$ cat src/rtl/elev_pkg.sv
// rtl/elev_pkg.sv - shared types, constants and request-qualifier helpers for the elevator controller
package elev_pkg;

    localparam int NUM_FLOORS = 4;

    typedef logic [1:0] floor_t;

    typedef enum logic [1:0] {
        IDLE = 2'd0,
        UP   = 2'd1,
        DOWN = 2'd2,
        DOOR = 2'd3
    } state_t;

    localparam logic DIR_UP = 1'b1;
    localparam logic DIR_DN = 1'b0;

    localparam floor_t TOP_FLOOR = floor_t'(NUM_FLOORS - 1);
    localparam floor_t BOT_FLOOR = floor_t'(0);

    // Floors strictly above f.
    function automatic logic [NUM_FLOORS-1:0] above_mask(input floor_t f);
        logic [NUM_FLOORS-1:0] m;
        m = {{(NUM_FLOORS-1){1'b1}}, 1'b0};
        return m << f;
    endfunction

    // Floors strictly below f.
    function automatic logic [NUM_FLOORS-1:0] below_mask(input floor_t f);
        logic [NUM_FLOORS-1:0] m;
        m = {NUM_FLOORS{1'b1}};
        return ~(m << f);
    endfunction

endpackage

$ cat src/rtl/elev_timer.sv
// rtl/elev_timer.sv - 8-bit phase timer with clear and terminal-count compare
//
// Ports:
//   clk, rst_n  clock and synchronous active-low reset
//   clr_i       load the count with 0 on the next edge (otherwise increment)
//   tc_i        terminal count to compare against
//   done_o      count currently equals tc_i
module elev_timer (
    input  logic       clk,
    input  logic       rst_n,
    input  logic       clr_i,
    input  logic [7:0] tc_i,
    output logic       done_o
);

    logic [7:0] cnt_q;
    logic [7:0] cnt_d;

    always_comb begin
        cnt_d = clr_i ? 8'd0 : cnt_q + 8'd1;
    end

    always_ff @(posedge clk) begin
        if (!rst_n) begin
            cnt_q <= 8'd0;
        end else begin
            cnt_q <= cnt_d;
        end
    end

    assign done_o = (cnt_q == tc_i);

endmodule

$ cat src/rtl/elevator_ctrl.sv
// rtl/elevator_ctrl.sv - SCAN-style car motion controller for a 4-floor elevator
//
// Ports:
//   clk, rst_n  clock and synchronous active-low reset
//   get_dest    pending destination requests, bit i = floor i
//   hold        door-hold button, only looked at while the door is open
//   cur_Floor   current floor (registered)
//   ce          door open / request clear enable (registered)
//   dir         travel direction, 1 = up (registered)
//   moving      car travelling between floors (registered)
module elevator_ctrl
    import elev_pkg::*;
#(
    parameter int MOVE_CYCLES = 4,
    parameter int DOOR_CYCLES = 3
) (
    input  logic                  clk,
    input  logic                  rst_n,
    input  logic [NUM_FLOORS-1:0] get_dest,
    input  logic                  hold,
    output floor_t                cur_Floor,
    output logic                  ce,
    output logic                  dir,
    output logic                  moving
);

    localparam logic [7:0] TC_MOVE = 8'(MOVE_CYCLES - 1);
    localparam logic [7:0] TC_DOOR = 8'(DOOR_CYCLES - 1);

    state_t state_q, state_d;
    floor_t floor_q, floor_d;
    logic   dir_q, dir_d;
    logic   ce_q, ce_d;
    logic   moving_q, moving_d;

    logic       here, above, below;
    logic       tmr_clr, tmr_done;
    logic [7:0] tmr_tc;

    assign here  = get_dest[floor_q];
    assign above = |(get_dest & above_mask(floor_q));
    assign below = |(get_dest & below_mask(floor_q));

    assign tmr_tc = (state_q == DOOR) ? TC_DOOR : TC_MOVE;

    elev_timer u_timer (
        .clk    (clk),
        .rst_n  (rst_n),
        .clr_i  (tmr_clr),
        .tc_i   (tmr_tc),
        .done_o (tmr_done)
    );

    always_comb begin
        state_d = state_q;
        floor_d = floor_q;
        dir_d   = dir_q;
        tmr_clr = 1'b0;

        case (state_q)
            IDLE: begin
                // Timer sits at 0 in IDLE so every phase starts from a clean count.
                tmr_clr = 1'b1;
                if (here) begin
                    state_d = DOOR;
                end else if ((dir_q == DIR_UP && above) ||
                             (dir_q == DIR_DN && above && !below)) begin
                    state_d = UP;
                    dir_d   = DIR_UP;
                end else if (below) begin
                    state_d = DOWN;
                    dir_d   = DIR_DN;
                end
            end
            UP: begin
                if (tmr_done) begin
                    state_d = IDLE;
                    floor_d = (floor_q == TOP_FLOOR) ? floor_q : floor_q + 2'd1;
                end
            end
            DOWN: begin
                if (tmr_done) begin
                    state_d = IDLE;
                    floor_d = (floor_q == BOT_FLOOR) ? floor_q : floor_q - 2'd1;
                end
            end
            DOOR: begin
                // Hold restarts the full door interval, even on the last cycle.
                if (hold) begin
                    tmr_clr = 1'b1;
                end else if (tmr_done) begin
                    state_d = IDLE;
                end
            end
            default: begin
                state_d = IDLE;
            end
        endcase

        // Outputs are registered copies of the next state, so they line up with it.
        ce_d     = (state_d == DOOR);
        moving_d = (state_d == UP) || (state_d == DOWN);
    end

    always_ff @(posedge clk) begin
        if (!rst_n) begin
            state_q  <= IDLE;
            floor_q  <= BOT_FLOOR;
            dir_q    <= DIR_UP;
            ce_q     <= 1'b0;
            moving_q <= 1'b0;
        end else begin
            state_q  <= state_d;
            floor_q  <= floor_d;
            dir_q    <= dir_d;
            ce_q     <= ce_d;
            moving_q <= moving_d;
        end
    end

    assign cur_Floor = floor_q;
    assign ce        = ce_q;
    assign dir       = dir_q;
    assign moving    = moving_q;

    // Travel past either end of the shaft must be unreachable; the floor saturates if it is not.
    a_no_up_at_top: assert property (@(posedge clk) disable iff (!rst_n)
        !(state_q == UP && floor_q == TOP_FLOOR));
    a_no_down_at_bottom: assert property (@(posedge clk) disable iff (!rst_n)
        !(state_q == DOWN && floor_q == BOT_FLOOR));
    a_ce_moving_excl: assert property (@(posedge clk) disable iff (!rst_n)
        !(ce_q && moving_q));

endmodule

$ cat config.mk
export PLATFORM = sky130hd
export DESIGN_NAME = elevator_ctrl
export DESIGN_NICKNAME = d
export VERILOG_FILES = /design/src/rtl/elev_pkg.sv /design/src/rtl/elev_timer.sv /design/src/rtl/elevator_ctrl.sv
export SDC_FILE = /design/constraint.sdc
export NUM_CORES = 1
export LEC_CHECK = 0
export BUFFER_PORTS_ARGS = -buffer_cell sky130_fd_sc_hd__buf_4
export CAP_MARGIN = 20
export CORE_MARGIN = 4
export CORE_UTILIZATION = 43
export CTS_CLUSTER_DIAMETER = 150
export DETAILED_ROUTE_END_ITERATION = 10
export PLACE_DENSITY = 0.61
export REMOVE_ABC_BUFFERS = 1
export SLEW_MARGIN = 40
export SYNTH_ARGS = -nofsm -noshare
export SYNTH_HDL_FRONTEND = slang
export SYNTH_HIERARCHICAL = 1
export SYNTH_SLANG_ARGS = --single-unit
$ cat constraint.sdc
create_clock -name clk -period 6 [get_ports clk]
set_input_delay 1.2 -clock clk [delete_from_list [all_inputs] [get_ports clk]]
set_output_delay 1.2 -clock clk [all_outputs]
set_load 0.01 [all_outputs]
==> results by stage <==
Synthesis:
- Counting flops and latches in the post-synthesis netlist gives 15.
- The mean instance size in the synthesized netlist is between 8 and 9 um^2.
- Counting distinct cell types in the post-synthesis netlist gives 33.
- In this run the cell area of the synthesized design comes to 953 um^2.
- The number of synthesis warnings is 6.
- In the synthesized netlist, the number of instances is between 100 and 150.
- Summing the sequential cell areas from Yosys gives approximately a third of the chip area.

Layout:
- The layout net count is 144.
- From synthesis to final layout, the design area changed by 14.4%.
- In the final layout, the share of cells above drive strength 1 is 14.6%.
- The number of antenna diodes in the final layout is 0.
- The library cells used most frequently in the layout, excluding fill and tap cells, are sky130_fd_sc_hd__dfxtp_1, sky130_fd_sc_hd__a21oi_1, sky130_fd_sc_hd__buf_4.
- The number of standard cells in the final layout excluding fillers is about 160.
- The leading cell type in the layout, fill and taps excluded is sky130_fd_sc_hd__dfxtp_1.

Clock network:
- Clock-pin slew was measured on the worst setup and hold paths at about 0.08 ns.
- The post-cts hold buffer count is 0.
- The clock passes through at most 2 buffers.
- The clock tree root buffer cell is sky130_fd_sc_hd__clkbuf_4.
- The CTS tree is yes.
- The number of buffers added for setup after CTS is 0.
- The clock latency of the later-clocked register in the worst-skew pair is 0.27 ns.
- Clock tree synthesis found a total of 15 sinks.
- Counting the buffers created by CTS gives 3.
- Once the clock tree was built, the resizer swapped 0 gates to a different size.
- The H-tree depth is 1.

Placement:
- In this run, placement finished with an instance count of 153.
- The count of buffers added on input and output ports is 11.
- The routability congestion estimate from global placement is around 0.72.
- Once detailed placement completed, the half-perimeter wirelength came to ~1500 um.

GRT:
- The number of global-route vias before repair is ~780.
- The total global routing overflow is 0.
- The initial antenna violation count was 0.
- The all-layer global routing usage is approximately 15%.
- The maximum number of pins on one net before global-route repair is 12.
- The global-route wire length before repair is roughly 3200 um.

STA:
- The max-slew violation total from the final report is 0.
- The period utilization is between 40% and 50%.
- The clock tree skew after final layout is 0.00109 ns.
- The maximum clock frequency is approximately 380 MHz.
- Setup repair after global routing left no endpoint under its margin.
- For the finished layout, the period the worst path requires is ~2.7 ns.
- The number of hold violations in the final report was 0.
- The number of setup violations in the final report is 0.
- The final sum of negative setup slack is 0 ns.
- The final hold slack is ~0.50 ns.

Setup path:
- The required arrival time at the worst endpoint is 6.18 ns.
- The data arrival time of the critical path is approximately 2.8 ns.
- The maximum fanout encountered on the critical timing path is 4.
- STA classifies the critical path endpoint as a flop.
- The critical path is of the in -> reg type.
- STA classifies the critical path startpoint as an input port.

Outcome:
- The flow ran to the end, and the final reports show no timing, DRC or antenna violations.

Run:
- Across the run, the number of max-cap violations was 0.

Detailed routing:
- The per-cell routed wire length is between 10 and 15 um.
- The number of DRC violations after detailed-routing iteration 0 is 10.
- Wires add up to approximately 1800 um.
- The detail route stage leaves a number of antenna-violating nets equal to 0.
- The first detailed-routing pass took 4 iterations.
- After detailed routing, the number of vias per cell comes to between 5 and 6.
- The DRC violation count after routing is 0.
- The final route contains a little over 800 vias.

Floorplan:
- The die width is approximately 55 um.
- The initial utilization of the core area, before any placement, comes to a little under half.
- The floorplan has 16 rows.
- Measured along the y axis, the die boundary spans roughly 55 um.
- The I/O pin count is 12.
- The core region is 2040 um^2.
- The floorplan die area is about 3000 um^2.

Power and ir drop:
- VDD sags by at most around 0.11 mV.
- For this design the ratio of total power to cell area is 214 nW/um^2.
- The leakage component of the power is between 0.4 and 0.5 nW.

Hold path:
- The kind of path behind the tightest hold check is reg -> reg.
-- state kept, by name (all words and copies together) (netlist names) --
name and cells:
ce 1, cur_Floor 2, dir 1, moving 1, state_q 2, u_timer/cnt_q 8
-- through the flow --
| stage | cell area [um^2] | utilization, % | power, W | worst slack [ns] |
|---|---|---|---|---|
| floorplan | 948 | - | 0.000162 | 3.26 |
| global placement | 1060 | 52.1 | 0.000179 | 3.08 |
| detailed placement | 1060 | 52.1 | 0.000181 | 3.07 |
| CTS | 1090 | 53.4 | 0.000238 | 3.36 |
| global route | 1090 | 53.4 | 0.000256 | 3.31 |
| finish | 1090 | 53.4 | 0.000234 | 3.35 |
-- worst paths after layout --
check	from	slack [ns]	depth (start not counted)	to
min reg2reg	u_timer/cnt_q[0]	0.50	1	u_timer/cnt_q[0]
max reg2reg	state_q[1]	3.73	11	moving
min	u_timer/cnt_q[0]	0.50	1	u_timer/cnt_q[0]
max	get_dest[3]	3.35	7	moving
-- cell usage after synthesis --
library cell               number  area share, %
sky130_fd_sc_hd__nor2b_1        1           0.66
sky130_fd_sc_hd__xor2_1         2            1.8
sky130_fd_sc_hd__ha_1           6            7.9
sky130_fd_sc_hd__o21a_1         1           0.79
sky130_fd_sc_hd__nand2b_1       3            2.0
sky130_fd_sc_hd__a21oi_1       12            6.3
sky130_fd_sc_hd__o21ai_0        7            3.7
sky130_fd_sc_hd__buf_6          1            1.2
sky130_fd_sc_hd__dfxtp_1       15             31
sky130_fd_sc_hd__and2_1         2            1.3
sky130_fd_sc_hd__mux2i_1        1            1.0
sky130_fd_sc_hd__mux4_2         1            2.4
sky130_fd_sc_hd__a211oi_1       3            2.4
sky130_fd_sc_hd__a22oi_2        1            1.3
sky130_fd_sc_hd__xnor2_1        9            8.3
sky130_fd_sc_hd__nand4_1        3            2.0
sky130_fd_sc_hd__mux2_2         2            2.4
sky130_fd_sc_hd__nor2_1        10            3.9
sky130_fd_sc_hd__o22a_1         2            1.8
sky130_fd_sc_hd__a21boi_0       1           0.79
sky130_fd_sc_hd__conb_1         2           0.79
sky130_fd_sc_hd__or3_1          3            2.0
sky130_fd_sc_hd__o22ai_1        3            2.0
sky130_fd_sc_hd__clkbuf_1       2           0.79
sky130_fd_sc_hd__nor3_1         1           0.52
sky130_fd_sc_hd__nand3_1        2            1.0
sky130_fd_sc_hd__nand3_2        1            1.0
sky130_fd_sc_hd__a21o_1         1           0.79
sky130_fd_sc_hd__and3b_1        1           0.92
sky130_fd_sc_hd__nand2_1        6            2.4
sky130_fd_sc_hd__clkbuf_2       1           0.52
sky130_fd_sc_hd__a2111o_1       1            1.2
sky130_fd_sc_hd__inv_1          7            2.8
-- logic make-up after synthesis --
group	after synthesis	synth area share, %
mux	4	5.77
buf+inv	11	5.25
flops	15	31.5
other cells	2	0.788
fa+ha+maj	6	7.87
simple gates	33	17.7
compound gates	32	21.0
xor+xnor	11	10.1
-- cell type report --
| class | count | area [um^2] |
|---|---|---|
| Sequential cell | 15 | 300 |
| Inverter | 7 | 26.3 |
| Tap cell | 27 | 33.8 |
| Timing Repair Buffer | 11 | 82.6 |
| Clock buffer | 4 | 26.3 |
| Fill cell | 210 | 951 |
| Multi-Input combinational cell | 93 | 622 |
-- worst max-delay path: stages --
cell,delay (ns)
sky130_fd_sc_hd__buf_4,0.12
sky130_fd_sc_hd__mux4_2,0.45
sky130_fd_sc_hd__a2111o_1,0.41
sky130_fd_sc_hd__a22oi_2,0.14
sky130_fd_sc_hd__a21oi_1,0.07
sky130_fd_sc_hd__ha_1,0.29
sky130_fd_sc_hd__and2_1,0.13
-- where the power goes --
| group | total (W) | switching (W) | internal (W) |
|---|---|---|---|
| registers | 0.000116 | 0.00000818 | 0.000108 |
| logic | 0.0000626 | 0.0000332 | 0.0000294 |
| clock network | 0.0000554 | 0.0000296 | 0.0000257 |
| total | 0.000234 | 0.0000710 | 0.000163 |
-- metal layers --
metal  part of all wire (%)  track usage, %  routed length [um]  up-vias
li1                       -               -                   -      423
met1                     45            16.9                 824      378
met2                     50            26.2                 919       16
met3                    5.0            3.75                  92        2
met4                   0.65            6.48                  12        0
met5                      0               0                   0        -
No activity file was read; power rests on OpenSTA's default activity.
